==> src/rtl/gps_acq_pkg.sv <==
// Shared types and helpers for the GPS acquisition peak search.
package gps_acq_pkg;

    typedef enum logic [2:0] {
        ST_IDLE,
        ST_ACCUM,
        ST_FLUSH,
        ST_EVAL,
        ST_DONE
    } state_t;

    localparam int CA_LEN     = 1023;
    localparam int CA_PHASE_W = 10;

    // C/A code phase wraps at 1023 chips, so 0 and 1022 are neighbours.
    function automatic logic circ_adjacent(input logic [CA_PHASE_W-1:0] phase_a,
                                           input logic [CA_PHASE_W-1:0] phase_b);
        logic [CA_PHASE_W-1:0] diff;
        diff = (phase_a >= phase_b) ? (phase_a - phase_b) : (phase_b - phase_a);
        return (diff <= CA_PHASE_W'(1)) || (diff == CA_PHASE_W'(CA_LEN - 1));
    endfunction

endpackage

==> src/rtl/gps_corr_metric.sv <==
// Correlator count to saturated absolute deviation from the mid-scale count.
// Latency 1 cycle; no backpressure, flush drops the result being registered.
module gps_corr_metric #(
    parameter int CORR_W  = 12,
    parameter int PHASE_W = 10,
    parameter int BIN_W   = 5
) (
    input  logic               clk,
    input  logic               rst,
    input  logic               flush,
    input  logic               in_vld,
    input  logic [CORR_W-1:0]  in_value,
    input  logic [PHASE_W-1:0] in_phase,
    input  logic [BIN_W-1:0]   in_bin,
    output logic               m_vld,
    output logic [CORR_W-2:0]  m_dat,
    output logic [PHASE_W-1:0] m_phase,
    output logic [BIN_W-1:0]   m_bin
);

    localparam logic [CORR_W-1:0] MID = {1'b1, {(CORR_W-1){1'b0}}};

    logic [CORR_W-1:0]  dev;
    logic               vld_q, vld_d;
    logic [CORR_W-2:0]  dat_q, dat_d;
    logic [PHASE_W-1:0] phase_q, phase_d;
    logic [BIN_W-1:0]   bin_q, bin_d;

    always_comb begin
        dev     = (in_value >= MID) ? (in_value - MID) : (MID - in_value);
        vld_d   = in_vld & ~flush;
        dat_d   = dat_q;
        phase_d = phase_q;
        bin_d   = bin_q;
        if (in_vld) begin
            // Only a zero count reaches MID itself; clamp it to the largest metric.
            dat_d   = dev[CORR_W-1] ? '1 : dev[CORR_W-2:0];
            phase_d = in_phase;
            bin_d   = in_bin;
        end
    end

    always_ff @(posedge clk or negedge rst) begin
        if (!rst) begin
            vld_q   <= 1'b0;
            dat_q   <= '0;
            phase_q <= '0;
            bin_q   <= '0;
        end else begin
            vld_q   <= vld_d;
            dat_q   <= dat_d;
            phase_q <= phase_d;
            bin_q   <= bin_d;
        end
    end

    assign m_vld   = vld_q;
    assign m_dat   = dat_q;
    assign m_phase = phase_q;
    assign m_bin   = bin_q;

endmodule

==> src/rtl/gps_acq_peak_search.sv <==
// Reduces a (phase, bin) correlation grid to best/second non-adjacent peaks and a detect flag.
// Latency: last transfer -> done 3 cycles; ready only in ACCUM, never stalls mid-grid.
// GPS_ACQ_NOISE_SUM_EN adds noise_sum (all metrics minus the peak cluster).
module gps_acq_peak_search
    import gps_acq_pkg::*;
#(
    parameter int CORR_W     = 12,
    parameter int PHASE_W    = 10,
    parameter int BIN_W      = 5,
    parameter int MIN_METRIC = 64
) (
    input  logic                     clk,
    input  logic                     rst,
    input  logic                     search_start,
    input  logic                     corr_valid,
    output logic                     corr_ready,
    input  logic [CORR_W-1:0]        corr_value,
    input  logic [PHASE_W-1:0]       corr_phase,
    input  logic [BIN_W-1:0]         corr_bin,
    input  logic                     corr_last,
    output logic                     busy,
    output logic                     done,
    output logic                     detected,
    output logic [CORR_W-2:0]        peak_metric,
    output logic [PHASE_W-1:0]       peak_phase,
    output logic [BIN_W-1:0]         peak_bin,
    output logic [CORR_W-2:0]        second_metric,
    output logic [PHASE_W+BIN_W-1:0] result_count
`ifdef GPS_ACQ_NOISE_SUM_EN
    ,
    output logic [CORR_W+PHASE_W+BIN_W-1:0] noise_sum
`endif
);

    localparam int M_W   = CORR_W - 1;
    localparam int CNT_W = PHASE_W + BIN_W;
    localparam int EW    = CORR_W + 2;

    state_t             state_q, state_d;
    logic [M_W-1:0]     peak_q, peak_d;
    logic [M_W-1:0]     second_q, second_d;
    logic [PHASE_W-1:0] peak_phase_q, peak_phase_d;
    logic [BIN_W-1:0]   peak_bin_q, peak_bin_d;
    logic [CNT_W-1:0]   count_q, count_d;
    logic               detected_q, detected_d;

    logic               m_vld;
    logic [M_W-1:0]     m_dat;
    logic [PHASE_W-1:0] m_phase;
    logic [BIN_W-1:0]   m_bin;
    logic               xfer;
    logic               adj;
    logic [EW-1:0]      twice_peak;
    logic [EW-1:0]      thrice_second;

    assign corr_ready = (state_q == ST_ACCUM);
    assign xfer       = corr_valid & corr_ready;

    gps_corr_metric #(
        .CORR_W  (CORR_W),
        .PHASE_W (PHASE_W),
        .BIN_W   (BIN_W)
    ) u_metric (
        .clk      (clk),
        .rst      (rst),
        .flush    (search_start),
        .in_vld   (xfer),
        .in_value (corr_value),
        .in_phase (corr_phase),
        .in_bin   (corr_bin),
        .m_vld    (m_vld),
        .m_dat    (m_dat),
        .m_phase  (m_phase),
        .m_bin    (m_bin)
    );

    assign adj = (m_bin == peak_bin_q) &&
                 circ_adjacent(CA_PHASE_W'(m_phase), CA_PHASE_W'(peak_phase_q));

    assign twice_peak    = EW'(peak_q) << 1;
    assign thrice_second = (EW'(second_q) << 1) + EW'(second_q);

    always_comb begin
        state_d      = state_q;
        peak_d       = peak_q;
        second_d     = second_q;
        peak_phase_d = peak_phase_q;
        peak_bin_d   = peak_bin_q;
        count_d      = count_q;
        detected_d   = detected_q;

        unique case (state_q)
            ST_IDLE: ;
            ST_ACCUM: begin
                if (xfer) begin
                    if (count_q != '1) count_d = count_q + 1'b1;
                    if (corr_last) state_d = ST_FLUSH;
                end
            end
            ST_FLUSH: state_d = ST_EVAL;
            ST_EVAL: begin
                detected_d = (peak_q >= M_W'(MIN_METRIC)) && (twice_peak >= thrice_second);
                state_d    = ST_DONE;
            end
            ST_DONE: state_d = ST_IDLE;
            default: state_d = ST_IDLE;
        endcase

        // Strict compares: an equal metric never displaces an earlier one.
        if (m_vld) begin
            if (m_dat > peak_q) begin
                if (!adj) second_d = peak_q;
                peak_d       = m_dat;
                peak_phase_d = m_phase;
                peak_bin_d   = m_bin;
            end else if ((m_dat > second_q) && !adj) begin
                second_d = m_dat;
            end
        end

        if (search_start) begin
            state_d      = ST_ACCUM;
            peak_d       = '0;
            second_d     = '0;
            peak_phase_d = '0;
            peak_bin_d   = '0;
            count_d      = '0;
            detected_d   = 1'b0;
        end
    end

    always_ff @(posedge clk or negedge rst) begin
        if (!rst) begin
            state_q      <= ST_IDLE;
            peak_q       <= '0;
            second_q     <= '0;
            peak_phase_q <= '0;
            peak_bin_q   <= '0;
            count_q      <= '0;
            detected_q   <= 1'b0;
        end else begin
            state_q      <= state_d;
            peak_q       <= peak_d;
            second_q     <= second_d;
            peak_phase_q <= peak_phase_d;
            peak_bin_q   <= peak_bin_d;
            count_q      <= count_d;
            detected_q   <= detected_d;
        end
    end

    assign busy          = (state_q == ST_ACCUM) || (state_q == ST_FLUSH) || (state_q == ST_EVAL);
    assign done          = (state_q == ST_DONE);
    assign detected      = detected_q;
    assign peak_metric   = peak_q;
    assign peak_phase    = peak_phase_q;
    assign peak_bin      = peak_bin_q;
    assign second_metric = second_q;
    assign result_count  = count_q;

`ifdef GPS_ACQ_NOISE_SUM_EN
    localparam int NW = CORR_W + PHASE_W + BIN_W;

    logic [NW-1:0] total_q, total_d;
    logic [NW-1:0] cluster_q, cluster_d;

    // Cluster sum follows the peak: grows with neighbours, restarts on a distant new peak.
    always_comb begin
        total_d   = total_q;
        cluster_d = cluster_q;
        if (m_vld) begin
            total_d = total_q + NW'(m_dat);
            if (adj) begin
                cluster_d = cluster_q + NW'(m_dat);
            end else if (m_dat > peak_q) begin
                cluster_d = NW'(m_dat);
            end
        end
        if (search_start) begin
            total_d   = '0;
            cluster_d = '0;
        end
    end

    always_ff @(posedge clk or negedge rst) begin
        if (!rst) begin
            total_q   <= '0;
            cluster_q <= '0;
        end else begin
            total_q   <= total_d;
            cluster_q <= cluster_d;
        end
    end

    assign noise_sum = total_q - cluster_q;
`endif

endmodule

==> config.mk <==
export PLATFORM = sky130hd
export DESIGN_NAME = gps_acq_peak_search
export DESIGN_NICKNAME = d
export VERILOG_FILES = /design/src/rtl/gps_acq_pkg.sv /design/src/rtl/gps_corr_metric.sv /design/src/rtl/gps_acq_peak_search.sv
export SDC_FILE = /design/constraint.sdc
export NUM_CORES = 1
export LEC_CHECK = 0
export ABC_AREA = 1
export BUFFER_PORTS_ARGS = -buffer_cell sky130_fd_sc_hd__buf_2
export CORE_MARGIN = 10
export CORE_UTILIZATION = 55
export CTS_BUF_LIST = sky130_fd_sc_hd__clkbuf_4 sky130_fd_sc_hd__clkbuf_8
export CTS_CLUSTER_DIAMETER = 30
export CTS_CLUSTER_SIZE = 12
export DETAILED_ROUTE_END_ITERATION = 8
export HOLD_SLACK_MARGIN = 0.06
export PLACE_DENSITY = 0.83
export SETUP_SLACK_MARGIN = 0.15
export SYNTH_ARGS = -nofsm -noshare
export SYNTH_HDL_FRONTEND = slang
export SYNTH_HIERARCHICAL = 1
export SYNTH_SLANG_ARGS = --single-unit
==> constraint.sdc <==
create_clock -name clk -period 5 [get_ports clk]
set_input_delay 0.5 -clock clk [delete_from_list [all_inputs] [get_ports clk]]
set_output_delay 0.5 -clock clk [all_outputs]
set_load 0.03 [all_outputs]
==> impl_results.rst, run 1 <==
.. list-table::
   :header-rows: 1

   * - Metric
     - Value
   * - CP endpoint kind
     - flop
   * - Compound-Gate Fraction of Synth Area
     - 0.105
   * - Overall die height
     - approximately 130 microns
   * - Share of power burned in registers
     - 0.326
   * - Slew Limit Fails
     - 0
   * - Depth of the worst register-to-register path
     - 10
   * - Unrepaired setup endpoints after global routing
     - no
   * - Initial DRT Pass Iterations
     - 5
   * - Share of synthesized cell area in full adder, half adder and majority cells
     - 0.133
   * - Synth top cells by count
     - sky130_fd_sc_hd__nand2_1 (279), sky130_fd_sc_hd__inv_1 (134), sky130_fd_sc_hd__nand3_1 (97), sky130_fd_sc_hd__dfrtp_1 (83), sky130_fd_sc_hd__ha_1 (65)
   * - Via Count
     - around 6400
   * - Multiplexer share of the synthesized area
     - 0
   * - Worst flop-to-flop path startpoint
     - peak_metric[10]$_DFFE_PN0P_
   * - Dominant combinational cell family by area after synthesis
     - simple AND/OR/NAND/NOR gates
   * - Number of sinks driven by the clock tree
     - 83
   * - Yosys warning total
     - 6
   * - Maximum cell stage delay along the critical path
     - 1.06 ns
   * - Final period util
     - 0.639
   * - Area growth syn-to-layout
     - 11.0%
   * - Ordered list of cells on the worst path
     - inv_1, ha_1, nand2_1, nor2_1, nand3_1, o2111ai_1, nand2_1, nor2_2, o21ai_0, a21oi_1
   * - Aggregate global-route resource usage
     - 0.203
   * - Switching power as a share of total power
     - 0.460
   * - Part of the total power dissipated in combinational logic
     - 0.493
   * - Net count, final
     - 1126
   * - Total negative setup slack
     - 0 ns
   * - Required time of the critical path
     - 5.29 ns
   * - Post-synthesis async set-or-reset flop share
     - 1.00
   * - Maximum level of the CTS H-tree
     - 3
   * - Number of core rows
     - 39
   * - Most used flip-flop cell after synthesis
     - sky130_fd_sc_hd__dfrtp_1
   * - # DRC
     - 0
   * - Signal arrival time at the worst endpoint
     - 3.49 ns
   * - Critical path fanouts, max
     - 27
   * - Crit path launch
     - peak_metric[10]$_DFFE_PN0P_
   * - Max-Cap Viols
     - 0
   * - Initial antenna violation count
     - 0
   * - Number of top-level pins
     - between 80 and 90
   * - Pwr/cell area
     - ~360 mW/mm^2
   * - Clock tree from TritonCTS
     - yes
   * - Number of instances on the worst hold path
     - 3
   * - Worst reg2reg path endpoint
     - peak_metric[0]$_DFFE_PN0P_
   * - Largest net degree at the start of global routing
     - 69
   * - CTS resizes
     - 0
   * - Mapped cell area
     - 0.00658 sq mm
   * - Cell internal pwr
     - 1.43 mW
   * - Sink of the worst hold path
     - u_metric/m_bin[4]$_DFFE_PN0P_
   * - Dominant cells by area after synthesis
     - sky130_fd_sc_hd__dfrtp_1 (32%), sky130_fd_sc_hd__nand2_1 (16%), sky130_fd_sc_hd__ha_1 (12%)
   * - Register clock-pin slew on the reported worst setup and hold paths
     - 0.08 ns
   * - Worst setup SP type
     - flop
   * - Fin Clk Skew
     - roughly 0.011 ns
   * - Violation count after the first detailed-route iteration
     - between 500 and 600
   * - Die extent in x
     - between 100 and 150 microns
   * - Number of hold-slack violations in the final timing report
     - 0
   * - Final-layout fill cell count
     - 1044
   * - RePlAce Congestion
     - 0.926
   * - Number of unique standard cell types used by synthesis
     - 46
   * - Top-area cell type share of the netlist area
     - 0.316
   * - Slew at the pin closest to its max-slew limit
     - 1.20 ns
   * - Mean routed wirelength per cell
     - 14.4 microns
   * - Remaining global-route overflow
     - 0
   * - Cell leakage power
     - 3.99 nW
   * - Top-count cell post-synth
     - sky130_fd_sc_hd__nand2_1
   * - Clock share of power
     - 0.181
   * - Cell at the root of the clock tree
     - sky130_fd_sc_hd__clkbuf_8
   * - Hold crit path type
     - primary input to flop
   * - Number of storage elements in the synthesis netlist
     - 83
   * - Headroom to the max-slew limit
     - 0.199
   * - Share of synthesized area occupied by flip-flops and latches
     - 0.316
   * - Switch Pwr
     - 1.21 mW
   * - Core Region
     - 0.0116 sq mm
   * - Share of post-route cells with drive strength above 1
     - 0.125
   * - Number of global-route vias before repair
     - 5933
   * - Antenna Nets Post-Route
     - 0
   * - Post-CTS Repair Setup Buffers
     - 0
   * - Syn Nets
     - 1049
   * - Fin cells
     - 1174
   * - Worst reg-to-reg setup slack
     - 1.80 ns
   * - Port buffer count
     - 87
   * - HP Start
     - corr_bin[4]
   * - Simple-gate portion of the synthesized area
     - 0.323
   * - Overall die area
     - 0.0167 sq mm
   * - CTS max path bufs
     - 2
   * - Achievable Freq
     - 0.313 GHz
   * - Crit path top cell by count
     - sky130_fd_sc_hd__nand2_1
   * - Class of the most critical setup path
     - flop to flop
   * - Worst VDD drop
     - ~0.22 mV
   * - Hpwl dp
     - roughly 13 mm
   * - Initial core utilization
     - 0.569
   * - Final core utilization
     - 0.632
   * - Final worst path period need
     - 3.20 ns
   * - Synth area leader
     - sky130_fd_sc_hd__dfrtp_1
   * - Placed cell count
     - approximately 1200
   * - Slowest cell on the critical path
     - sky130_fd_sc_hd__nor2_2
   * - Result of the run
     - finished, final reports clean
   * - Synthesized instance count
     - ~950
   * - Number of enable flip-flop cells after synthesis
     - 0
   * - Number of buffers added by the clock tree synthesis step
     - 9
   * - Hold Slack
     - 0.325 ns
   * - Parity-gate share of the synthesized area counting xor and xnor cells
     - 0.0266
   * - Post-Route WL
     - roughly 17 mm
   * - Setup violation total in the final timing report
     - 0
   * - Clock latency on the worst-skew pair
     - about 0.37 ns
   * - Antenna cell count
     - 0
   * - Vias per cell
     - approximately 5.5
   * - First-pass GRT wire length
     - 28.1 mm
   * - Mean instance size in the synthesized netlist
     - between 6 and 7 sq um
through the flow:
step                      worst slack (ns)  area [sq um]  power (mW)
final                                 1.80          7300        2.64
after global routing                  1.43          7300        2.87
after CTS                             1.88          7300        2.63
after detailed placement              1.90          7100        2.15
after global placement                1.96          7100        2.11
after floorplan                       2.15          6580        1.85
power groups by stage:
stage | combinational, mW | sequential [mW] | clock, mW
after floorplan | 0.959 | 0.891 | 0
after global placement | 1.24 | 0.871 | 0
after detailed placement | 1.27 | 0.873 | 0
after CTS | 1.28 | 0.861 | 0.486
after global routing | 1.48 | 0.876 | 0.513
final | 1.30 | 0.863 | 0.478
cells in the final DEF, fill, tap and decap left out, drive strengths merged, types with 2 or more instances in the layout:
cell and count:
a21oi 54, buf 90, clkbuf 13, clkinv 3
dfrtp 83, fa 3, ha 65, inv 136
nand2 285, nand3 99, nand3b 3, nand4 21
nor2 67, nor3 8, nor4 2, o2111ai 4
o21ai 57, o31ai 2, or2 3, xnor2 5
xor2 15
sequential cells by signal (all words and copies together), names as in the netlist:
name / count
state_q: 3
u_metric/m_bin: 5
second_metric: 11
peak_metric: 11
peak_bin: 5
peak_phase: 10
detected: 1
u_metric/m_dat: 11
u_metric/m_phase: 10
result_count: 15
u_metric/m_vld: 1
worst max-delay path: cells and delay by family (launching register included):
| family | cells | cell delay, ns |
|---|---|---|
| simple gates | 5 | 1.80 |
| fa+ha+maj | 1 | 0.30 |
| buf+inv | 1 | 0.10 |
| flops | 1 | 0.42 |
| compound gates | 3 | 0.47 |
cell families after synthesis:
logic type,after synthesis
compound gates,126
xor+xnor,20
simple gates,490
flops,83
fa+ha+maj,68
buf+inv,162
final cells by class:
type | count | area (sq um) | share of cell area
clock buffers | 13 | 173 | 0.0236
clock inverters | 3 | 21.3 | 0.00291
inverters | 137 | 514 | 0.0704
multi-input cells | 704 | 3870 | 0.530
flip-flops and latches | 83 | 2080 | 0.284
well taps | 143 | 179 | 0.0245
repair buffers | 91 | 470 | 0.0644
per-layer routing:
metal  track usage  routed length [microns]  up-vias
met5             0                        0        -
met4        0.0769                      316        0
met3        0.0383                     1140       23
met2         0.314                     7640      197
met1         0.276                     7850     2977
li1              -                        -     3232
how the worst max path moves through the flow:
stage,slack (ns),cells after the start,endpoint
2_1_floorplan,2.15,18,detected$_DFFE_PN0P_
4_1_cts,1.88,10,peak_metric[0]$_DFFE_PN0P_
3_5_place_dp,1.90,11,second_metric[1]$_DFFE_PN0P_
6_report,1.80,10,peak_metric[0]$_DFFE_PN0P_
5_1_grt,1.43,11,second_metric[0]$_DFFE_PN0P_
3_3_place_gp,1.96,18,detected$_DFFE_PN0P_
timing repair:
action / 4_1_cts / 5_1_grt
hold buffers: 1 / 0
endpoints found under the hold margin: 15 / 0
setup endpoints to repair: 0 / 0
No activity file was read; power rests on OpenSTA's default activity.
==> run 2, diff against run 1 <==
==> constraint.sdc (replaced) <==
create_clock -name clk -period 3.2 [get_ports clk]
set_input_delay 0.32 -clock clk [delete_from_list [all_inputs] [get_ports clk]]
set_output_delay 0.32 -clock clk [all_outputs]
set_load 0.03 [all_outputs]
==> impl_results.rst, run 2 (synthesis results as in run 1) <==
.. list-table::
   :header-rows: 1

   * - Metric
     - Value
   * - Worst setup SP type
     - flop
   * - Initial DRT Pass Iterations
     - 7 (+2)
   * - Depth of the worst register-to-register path
     - 17 (+7)
   * - Violation count after the first detailed-route iteration
     - 591 (+4.2%)
   * - Number of flip-flops under the largest register name
     - 15 (unchanged)
   * - Mean routed wirelength per cell
     - 14.4 microns (about the same)
   * - Antenna Nets Post-Route
     - 0 (unchanged)
   * - Required time of the critical path
     - 3.47 ns (-1.82 ns)
   * - End point of the critical path
     - second_metric[4]$_DFFE_PN0P_
   * - Switching power as a share of total power
     - 0.451 (-0.00870)
   * - Number of core rows
     - 39 (unchanged)
   * - Total length of routed met3 wires
     - 1.06 mm (-6.6%)
   * - Clock tree from TritonCTS
     - yes
   * - Aggregate global-route resource usage
     - 0.207 (+0.00366)
   * - Clock share of power
     - 0.195 (+0.014)
   * - CP endpoint kind
     - flop
   * - Area post-placement
     - 0.00716 sq mm (+0.85%)
   * - Antenna cell count
     - 0 (unchanged)
   * - Unrepaired setup endpoints after global routing
     - no
   * - Final worst path period need
     - 2.83 ns (-0.372 ns)
   * - Hold crit path type
     - primary input to async pin
   * - Worst VDD drop
     - 0.436 mV (+100%)
   * - Overall die area
     - 0.0167 sq mm (unchanged)
   * - Register clock-pin slew on the reported worst setup and hold paths
     - 0.10 ns (+0.02 ns)
   * - Share of power burned in registers
     - 0.320 (-0.006)
   * - Die extent in x
     - 129 microns (unchanged)
   * - Result of the run
     - finished, final reports clean
   * - Final period util
     - 0.883 (+0.243)
   * - Worst reg2reg path endpoint
     - second_metric[4]$_DFFE_PN0P_
   * - Part of the total power dissipated in combinational logic
     - 0.485 (-0.008)
   * - Post-route design area
     - 0.00742 sq mm (+1.6%)
   * - Class of the most critical setup path
     - flop to flop
   * - Total Power
     - 4.22 mW (+60%)
   * - Core Region
     - 0.0116 sq mm (unchanged)
   * - Worst reg-to-reg setup slack
     - 0.37 ns (-1.43 ns)
   * - Cell internal pwr
     - 2.32 mW (+62%)
   * - Pwr/cell area
     - 569 mW/mm^2 (+57%)
   * - Critical path fanouts, max
     - 11 (-59%)
   * - Number of buffers added by the clock tree synthesis step
     - 9 (unchanged)
   * - Fin Clk Skew
     - 0.0174 ns (+0.00615 ns)
   * - Area growth syn-to-layout
     - 12.8%
   * - Number of top-level pins
     - 88 (unchanged)
   * - Total negative setup slack
     - 0 ns (unchanged)
   * - Crit path launch
     - u_metric/m_phase[0]$_DFFE_PN0P_
   * - Met2 routed wirelength
     - 7.96 mm (+4.2%)
   * - Routed metal-1 wirelength
     - 7.81 mm (-0.52%)
   * - Share of post-route cells with drive strength above 1
     - 0.143 (+0.0180)
   * - Remaining global-route overflow
     - 0 (unchanged)
   * - Initial antenna violation count
     - 0 (unchanged)
   * - Highest metal layer used by the detailed router
     - met4
   * - First-pass GRT wire length
     - 28.7 mm (+2.3%)
   * - Clock latency on the worst-skew pair
     - 0.38 ns (about the same)
   * - Max-Cap Viols
     - 0 (unchanged)
   * - Hpwl dp
     - 13.3 mm (+2.4%)
   * - Largest net degree at the start of global routing
     - 68 (-1.4%)
   * - Maximum level of the CTS H-tree
     - 3 (unchanged)
   * - Final-layout fill cell count
     - 1051 (+0.67%)
   * - CTS max path bufs
     - 2 (unchanged)
   * - Overall die height
     - 129 microns (unchanged)
   * - Headroom to the max-slew limit
     - 0.427 (+0.229)
   * - Number of hold-slack violations in the final timing report
     - 0 (unchanged)
   * - Post-Route WL
     - 17.1 mm (+0.91%)
   * - Achievable Freq
     - 0.354 GHz (+13%)
   * - Cell at the root of the clock tree
     - sky130_fd_sc_hd__clkbuf_8
   * - Most frequent cells in the layout
     - sky130_fd_sc_hd__nand2_1 (279), sky130_fd_sc_hd__inv_1 (133), sky130_fd_sc_hd__nand3_1 (97)
   * - RePlAce Congestion
     - 0.911 (-1.7%)
   * - Switch Pwr
     - 1.91 mW (+57%)
   * - Hold Slack
     - 0.0333 ns (-0.292 ns)
   * - Number of global-route vias before repair
     - 5908 (-0.42%)
   * - Number of sinks driven by the clock tree
     - 83 (unchanged)
   * - Via Count
     - 6486 (+0.89%)
   * - Signal arrival time at the worst endpoint
     - 3.10 ns (-0.39 ns)
   * - Setup violation total in the final timing report
     - 0 (unchanged)
   * - Slew Limit Fails
     - 0 (unchanged)
   * - # DRC
     - 0 (unchanged)
   * - Initial core utilization
     - 0.569 (unchanged)
   * - Port buffer count
     - 87 (unchanged)
   * - Most frequent standard cell in the layout excluding fill and tap cells
     - sky130_fd_sc_hd__nand2_1
   * - Net count, final
     - 1136 (+0.89%)
   * - Hold buffer count at cts
     - 0 (-1)
   * - Vias per cell
     - 5.48 (about the same)
   * - Slew at the pin closest to its max-slew limit
     - 0.859 ns (-0.342 ns)
   * - Worst flop-to-flop path startpoint
     - u_metric/m_phase[0]$_DFFE_PN0P_
   * - Cell leakage power
     - 4.04 nW (+1.2%)
[run 2: layer usage]
layer / global-route usage / vias up
met5: 0 / -
met4: 0.0656 / 0
met3: 0.0375 / 23
met2: 0.329 / 195
met1: 0.279 / 3009
li1: - / 3259
[run 2: worst max-delay path, stage by stage, from the launching register on]
cell and delay (ns):
sky130_fd_sc_hd__dfrtp_1 0.43, sky130_fd_sc_hd__inv_1 0.07, sky130_fd_sc_hd__ha_1 0.13, sky130_fd_sc_hd__inv_1 0.08, sky130_fd_sc_hd__fa_1 0.44, sky130_fd_sc_hd__nand2_1 0.11
sky130_fd_sc_hd__nand3_2 0.12, sky130_fd_sc_hd__a21oi_2 0.34, sky130_fd_sc_hd__nand2_1 0.12, sky130_fd_sc_hd__nand2_1 0.08, sky130_fd_sc_hd__nand2_1 0.05, sky130_fd_sc_hd__nor2_1 0.11
sky130_fd_sc_hd__nand3_1 0.09, sky130_fd_sc_hd__nand2_1 0.09, sky130_fd_sc_hd__nand2_1 0.10, sky130_fd_sc_hd__buf_4 0.22, sky130_fd_sc_hd__nand4_1 0.09, sky130_fd_sc_hd__nand2_1 0.06
[run 2: stage by stage]
step / utilization / worst slack [ns] / instances
after floorplan: - / 0.354 / 949
after global placement: 0.619 / 0.335 / 1165
after detailed placement: 0.619 / 0.194 / 1165
after CTS: 0.638 / 0.157 / 1181
after global routing: 0.642 / 0.139 / 1184
final: 0.642 / 0.375 / 1184
[run 2: worst min-delay path by stage]
stage	startpoint	to	slack, ns	cells past startpoint
after global routing	rst	result_count[7]$_DFFE_PN0P_	0.10	1
final	rst	state_q[0]$_DFFE_PN0P_	0.03	1
after detailed placement	rst	result_count[7]$_DFFE_PN0P_	0.47	1
after floorplan	rst	detected$_DFFE_PN0P_	0.02	0
after global placement	rst	result_count[7]$_DFFE_PN0P_	0.48	1
after CTS	rst	state_q[0]$_DFFE_PN0P_	0.06	1
[run 2: timing repair]
action	CTS	global route
hold endpoints to repair	0	0
endpoints found under the setup margin	0	1
setup buffers	0	3
resized for setup	0	12
[run 2: cell type report]
class	instances	area [sq um]	area share
Clock buffer	13	166	0.0224
Clock inverter	3	46.3	0.00624
Inverter	137	514	0.0693
Multi-Input combinational cell	704	3890	0.525
Sequential cell	83	2080	0.280
Tap cell	143	179	0.0241
Timing Repair Buffer	101	543	0.0732
[run 2: power groups by stage]
stage | registers (mW) | clock network, mW | logic, mW
final | 1.35 | 0.826 | 2.05
after CTS | 1.35 | 0.834 | 2.03
after global routing | 1.37 | 0.873 | 2.34
after global placement | 1.36 | 0 | 1.96
after detailed placement | 1.37 | 0 | 2.01
after floorplan | 1.39 | 0 | 1.50
==> run 3, diff against run 2 <==
--- a/config.mk
+++ b/config.mk
@@ -5,16 +5,15 @@
 export SDC_FILE = /design/constraint.sdc
 export NUM_CORES = 1
 export LEC_CHECK = 0
-export ABC_AREA = 1
 export BUFFER_PORTS_ARGS = -buffer_cell sky130_fd_sc_hd__buf_2
 export CORE_MARGIN = 10
-export CORE_UTILIZATION = 55
+export CORE_UTILIZATION = 25
 export CTS_BUF_LIST = sky130_fd_sc_hd__clkbuf_4 sky130_fd_sc_hd__clkbuf_8
 export CTS_CLUSTER_DIAMETER = 30
 export CTS_CLUSTER_SIZE = 12
 export DETAILED_ROUTE_END_ITERATION = 8
 export HOLD_SLACK_MARGIN = 0.06
-export PLACE_DENSITY = 0.83
+export PLACE_DENSITY = 0.47
 export SETUP_SLACK_MARGIN = 0.15
 export SYNTH_ARGS = -nofsm -noshare
 export SYNTH_HDL_FRONTEND = slang
==> impl_results.rst, run 3 <==
.. list-table::
   :header-rows: 1

   * - Metric
     - Value
   * - Number of core rows
     - 57 (+46%)
   * - Mean instance size in the synthesized netlist
     - 9.30 sq um (+34%)
   * - Number of buffers added by the clock tree synthesis step
     - 9 (unchanged)
   * - Worst reg2reg path endpoint
     - detected$_DFFE_PN0P_
   * - Cell at the root of the clock tree
     - sky130_fd_sc_hd__clkbuf_8
   * - Share of synthesized area occupied by flip-flops and latches
     - 0.332 (+0.0167)
   * - Maximum cell stage delay along the critical path
     - 0.44 ns (about the same)
   * - Synth top cells by count
     - sky130_fd_sc_hd__dfrtp_1 (83), sky130_fd_sc_hd__ha_1 (65), sky130_fd_sc_hd__nor2_1 (60), sky130_fd_sc_hd__inv_1 (57), sky130_fd_sc_hd__a21oi_1 (43)
   * - Unrepaired setup endpoints after global routing
     - yes
   * - Number of storage elements in the synthesis netlist
     - 83 (unchanged)
   * - Depth of the worst register-to-register path
     - 16 (-1)
   * - Area growth syn-to-layout
     - 25.9%
   * - Crit path top cell by count
     - sky130_fd_sc_hd__o21a_1
   * - Hold crit path type
     - primary input to flop
   * - Via Count
     - 5316 (-18%)
   * - Number of sinks driven by the clock tree
     - 83 (unchanged)
   * - Dominant cells by area after synthesis
     - sky130_fd_sc_hd__dfrtp_1 (33%), sky130_fd_sc_hd__ha_1 (13%), sky130_fd_sc_hd__nor2_1 (3.6%)
   * - Violation count after the first detailed-route iteration
     - 219 (-63%)
   * - Register clock-pin slew on the reported worst setup and hold paths
     - 0.11 ns (about the same)
   * - CTS max path bufs
     - 2 (unchanged)
   * - RePlAce Congestion
     - 0.801 (-12%)
   * - Net count, final
     - 903 (-21%)
   * - Mean routed wirelength per cell
     - 15.6 microns (+8.1%)
   * - Required time of the critical path
     - 3.49 ns (+0.02 ns)
   * - Worst reg-to-reg setup slack
     - -0.24 ns (-0.62 ns)
   * - Syn Nets
     - 772 (-26%)
   * - Pwr/cell area
     - 520 mW/mm^2 (-8.6%)
   * - Maximum level of the CTS H-tree
     - 3 (unchanged)
   * - Most frequent standard cell in the layout excluding fill and tap cells
     - sky130_fd_sc_hd__buf_2
   * - Number of unique standard cell types used by synthesis
     - 71 (+54%)
   * - Final period util
     - 1.08 (+0.192)
   * - Cell leakage power
     - 3.57 nW (-12%)
   * - Violations in the final reports
     - negative setup slack
   * - Number of flip-flops under the largest register name
     - 15 (unchanged)
   * - Number of top-level pins
     - 88 (unchanged)
   * - Worst flop-to-flop path startpoint
     - second_metric[1]$_DFFE_PN0P_
   * - Final setup margin
     - -0.241 ns (-0.615 ns)
   * - Port buffer count
     - 87 (unchanged)
   * - Aggregate global-route resource usage
     - 0.113 (-0.0941)
   * - First-pass GRT wire length
     - 28.5 mm (-0.75%)
   * - Final-layout fill cell count
     - 2581 (+150%)
   * - Synth area leader
     - sky130_fd_sc_hd__dfrtp_1
   * - Headroom to the max-slew limit
     - 0.431 (+0.00374)
   * - Worst setup SP type
     - flop
   * - Slew Limit Fails
     - 0 (unchanged)
   * - Crit path launch
     - second_metric[1]$_DFFE_PN0P_
   * - Final core utilization
     - 0.322 (-0.320)
   * - Worst slack, placed
     - -0.265 ns (-0.458 ns)
   * - Post-route design area
     - 0.00787 sq mm (+6.0%)
   * - Antenna Nets Post-Route
     - 0 (unchanged)
   * - Post-synthesis async set-or-reset flop share
     - 1.00 (unchanged)
   * - Hpwl dp
     - 13.3 mm (+0.33%)
   * - Yosys warning total
     - 6 (unchanged)
   * - Result of the run
     - finished with violations
   * - Total Power
     - 4.09 mW (-3.2%)
   * - Worst VDD drop
     - 0.219 mV (-50%)
   * - CP Buf/Inv Count
     - 1 (-2)
   * - Most frequent cells in the layout
     - sky130_fd_sc_hd__buf_2 (86), sky130_fd_sc_hd__dfrtp_1 (80), sky130_fd_sc_hd__nor2_1 (60)
   * - Die extent in x
     - 178 microns (+38%)
   * - Critical path fanouts, max
     - 3 (-8)
   * - Top-count cell post-synth
     - sky130_fd_sc_hd__dfrtp_1
   * - Largest net degree at the start of global routing
     - 84 (+24%)
   * - CP endpoint kind
     - flop
   * - Setup violation total in the final timing report
     - 1 (+1)
   * - Most used flip-flop cell after synthesis
     - sky130_fd_sc_hd__dfrtp_1
   * - Initial core utilization
     - 0.255 (-0.313)
   * - Number of logic stages on the critical path including buffering
     - 16 (-1)
   * - Achievable Freq
     - 0.291 GHz (-18%)
   * - Mapped cell area
     - 0.00625 sq mm (-5.0%)
   * - Clock latency on the worst-skew pair
     - 0.39 ns (about the same)
   * - Hold Slack
     - 0.154 ns (+0.120 ns)
   * - Top-area cell type share of the netlist area
     - 0.332 (+0.0167)
   * - Overall die height
     - 178 microns (+38%)
   * - Footprint of the multi-input gates
     - 0.00404 sq mm (+3.7%)
   * - Final worst path period need
     - 3.44 ns (+0.615 ns)
   * - Class of the most critical setup path
     - flop to flop
   * - Vias per cell
     - 4.68 (-15%)
   * - Slowest cell on the critical path
     - sky130_fd_sc_hd__dfrtp_2
   * - Ordered list of cells on the worst path
     - ha_4, fa_2, a21o_1, a21oi_2, nor2b_1, o21a_1, o21a_1, o21a_1, o21a_1, buf_4, nor4_4, a211oi_2, ha_1, nor2b_1, o31a_1, a32o_1
   * - Initial antenna violation count
     - 6 (+6)
   * - Register area
     - 0.00208 sq mm (about the same)
   * - Fin Clk Skew
     - 0.0261 ns (+0.00870 ns)
   * - Core Region
     - 0.0245 sq mm (+110%)
   * - Number of global-route vias before repair
     - 5351 (-9.4%)
   * - Category of cells accounting for the largest share of critical-path delay
     - compound AO/OA/AOI/OAI gates
   * - Share of post-route cells with drive strength above 1
     - 0.306 (+0.163)
   * - Post-Route WL
     - 17.7 mm (+3.6%)
   * - Clock tree from TritonCTS
     - yes
   * - Number of hold-slack violations in the final timing report
     - 0 (unchanged)
   * - Number of instances on the worst hold path
     - 2
   * - Max-Cap Viols
     - 0 (unchanged)
   * - Slew at the pin closest to its max-slew limit
     - 0.854 ns (-0.00561 ns)
   * - Number of enable flip-flop cells after synthesis
     - 0 (unchanged)
   * - Signal arrival time at the worst endpoint
     - 3.73 ns (+0.63 ns)
   * - Overall die area
     - 0.0317 sq mm (+90%)
   * - # DRC
     - 0 (unchanged)
   * - Initial DRT Pass Iterations
     - 4 (-3)
   * - Area post-placement
     - 0.00735 sq mm (+2.6%)
   * - Synthesized instance count
     - 672 (-29%)
   * - Remaining global-route overflow
     - 0 (unchanged)
   * - End point of the critical path
     - detected$_DFFE_PN0P_
[run 3: cell types whose count changed after synthesis, sizes merged, moves of 8 or more]
cell and change:
nand2 -241, nand3 -87, inv -79, o21ai -39
mux2i +19, mux2 +15, o21a +15, xnor2 +15
a221oi +13, nor2b +12, o22ai +10, a21oi -8
nor3 +8
[run 3: how the worst min path moves through the flow]
stage | start | endpoint | slack [ns]
after CTS | corr_phase[2] | u_metric/m_phase[2]$_DFFE_PN0P_ | 0.13
after detailed placement | rst | u_metric/m_phase[4]$_DFFE_PN0P_ | 0.41
after floorplan | rst | detected$_DFFE_PN0P_ | 0.02
after global routing | corr_phase[2] | u_metric/m_phase[2]$_DFFE_PN0P_ | 0.14
final | corr_phase[2] | u_metric/m_phase[2]$_DFFE_PN0P_ | 0.15
after global placement | rst | u_metric/m_phase[4]$_DFFE_PN0P_ | 0.41
[run 3: final cells by class]
cell class / count / area share
Antenna cell: 3 / 0.000955
Tap cell: 324 / 0.0515
Clock inverter: 6 / 0.00620
Timing Repair Buffer: 147 / 0.120
Clock buffer: 10 / 0.0167
Sequential cell: 83 / 0.265
Multi-Input combinational cell: 505 / 0.513
Inverter: 57 / 0.0272
[run 3: stage by stage]
| stage | cells | setup TNS, ns |
|---|---|---|
| floorplan | 672 | -0.224 |
| global placement | 1097 | -0.233 |
| detailed placement | 1097 | -0.265 |
| CTS | 1119 | -0.254 |
| global route | 1134 | -0.406 |
| finish | 1135 | -0.241 |
[run 3: logic make-up after synthesis]
group / synth area share
flip-flops: 0.332
AND/OR/NAND/NOR: 0.174
XOR/XNOR: 0.0547
multiplexers: 0.0575
adder cells (fa/ha/maj): 0.140
buffers and inverters: 0.0569
AO/OA/AOI/OAI: 0.184
[run 3: report_power, final]
group	switching [mW]	total, mW	leakage, nW	internal (mW)
clock	0.453	0.754	0.0886	0.301
sequential	0.149	1.32	1.07	1.17
combinational	1.11	2.02	2.41	0.907
[run 3: what timing repair did]
action | 4_1_cts | 5_1_grt
setup buffers | 5 | 13
pin swaps | 13 | 24
hold buffers | 1 | 0
cloned | 0 | 0
setup endpoints to repair | 12 | 12
gates resized for setup | 16 | 20
hold endpoints to repair | 83 | 0
[run 3: routing by layer]
layer  global-route usage  up-vias  part of all wire
met5                    0        -            0.0016
met4               0.0344        6             0.013
met3               0.0266       21             0.054
met2                0.173       86              0.44
met1                0.153     2533              0.50
li1                     -     2670                 -
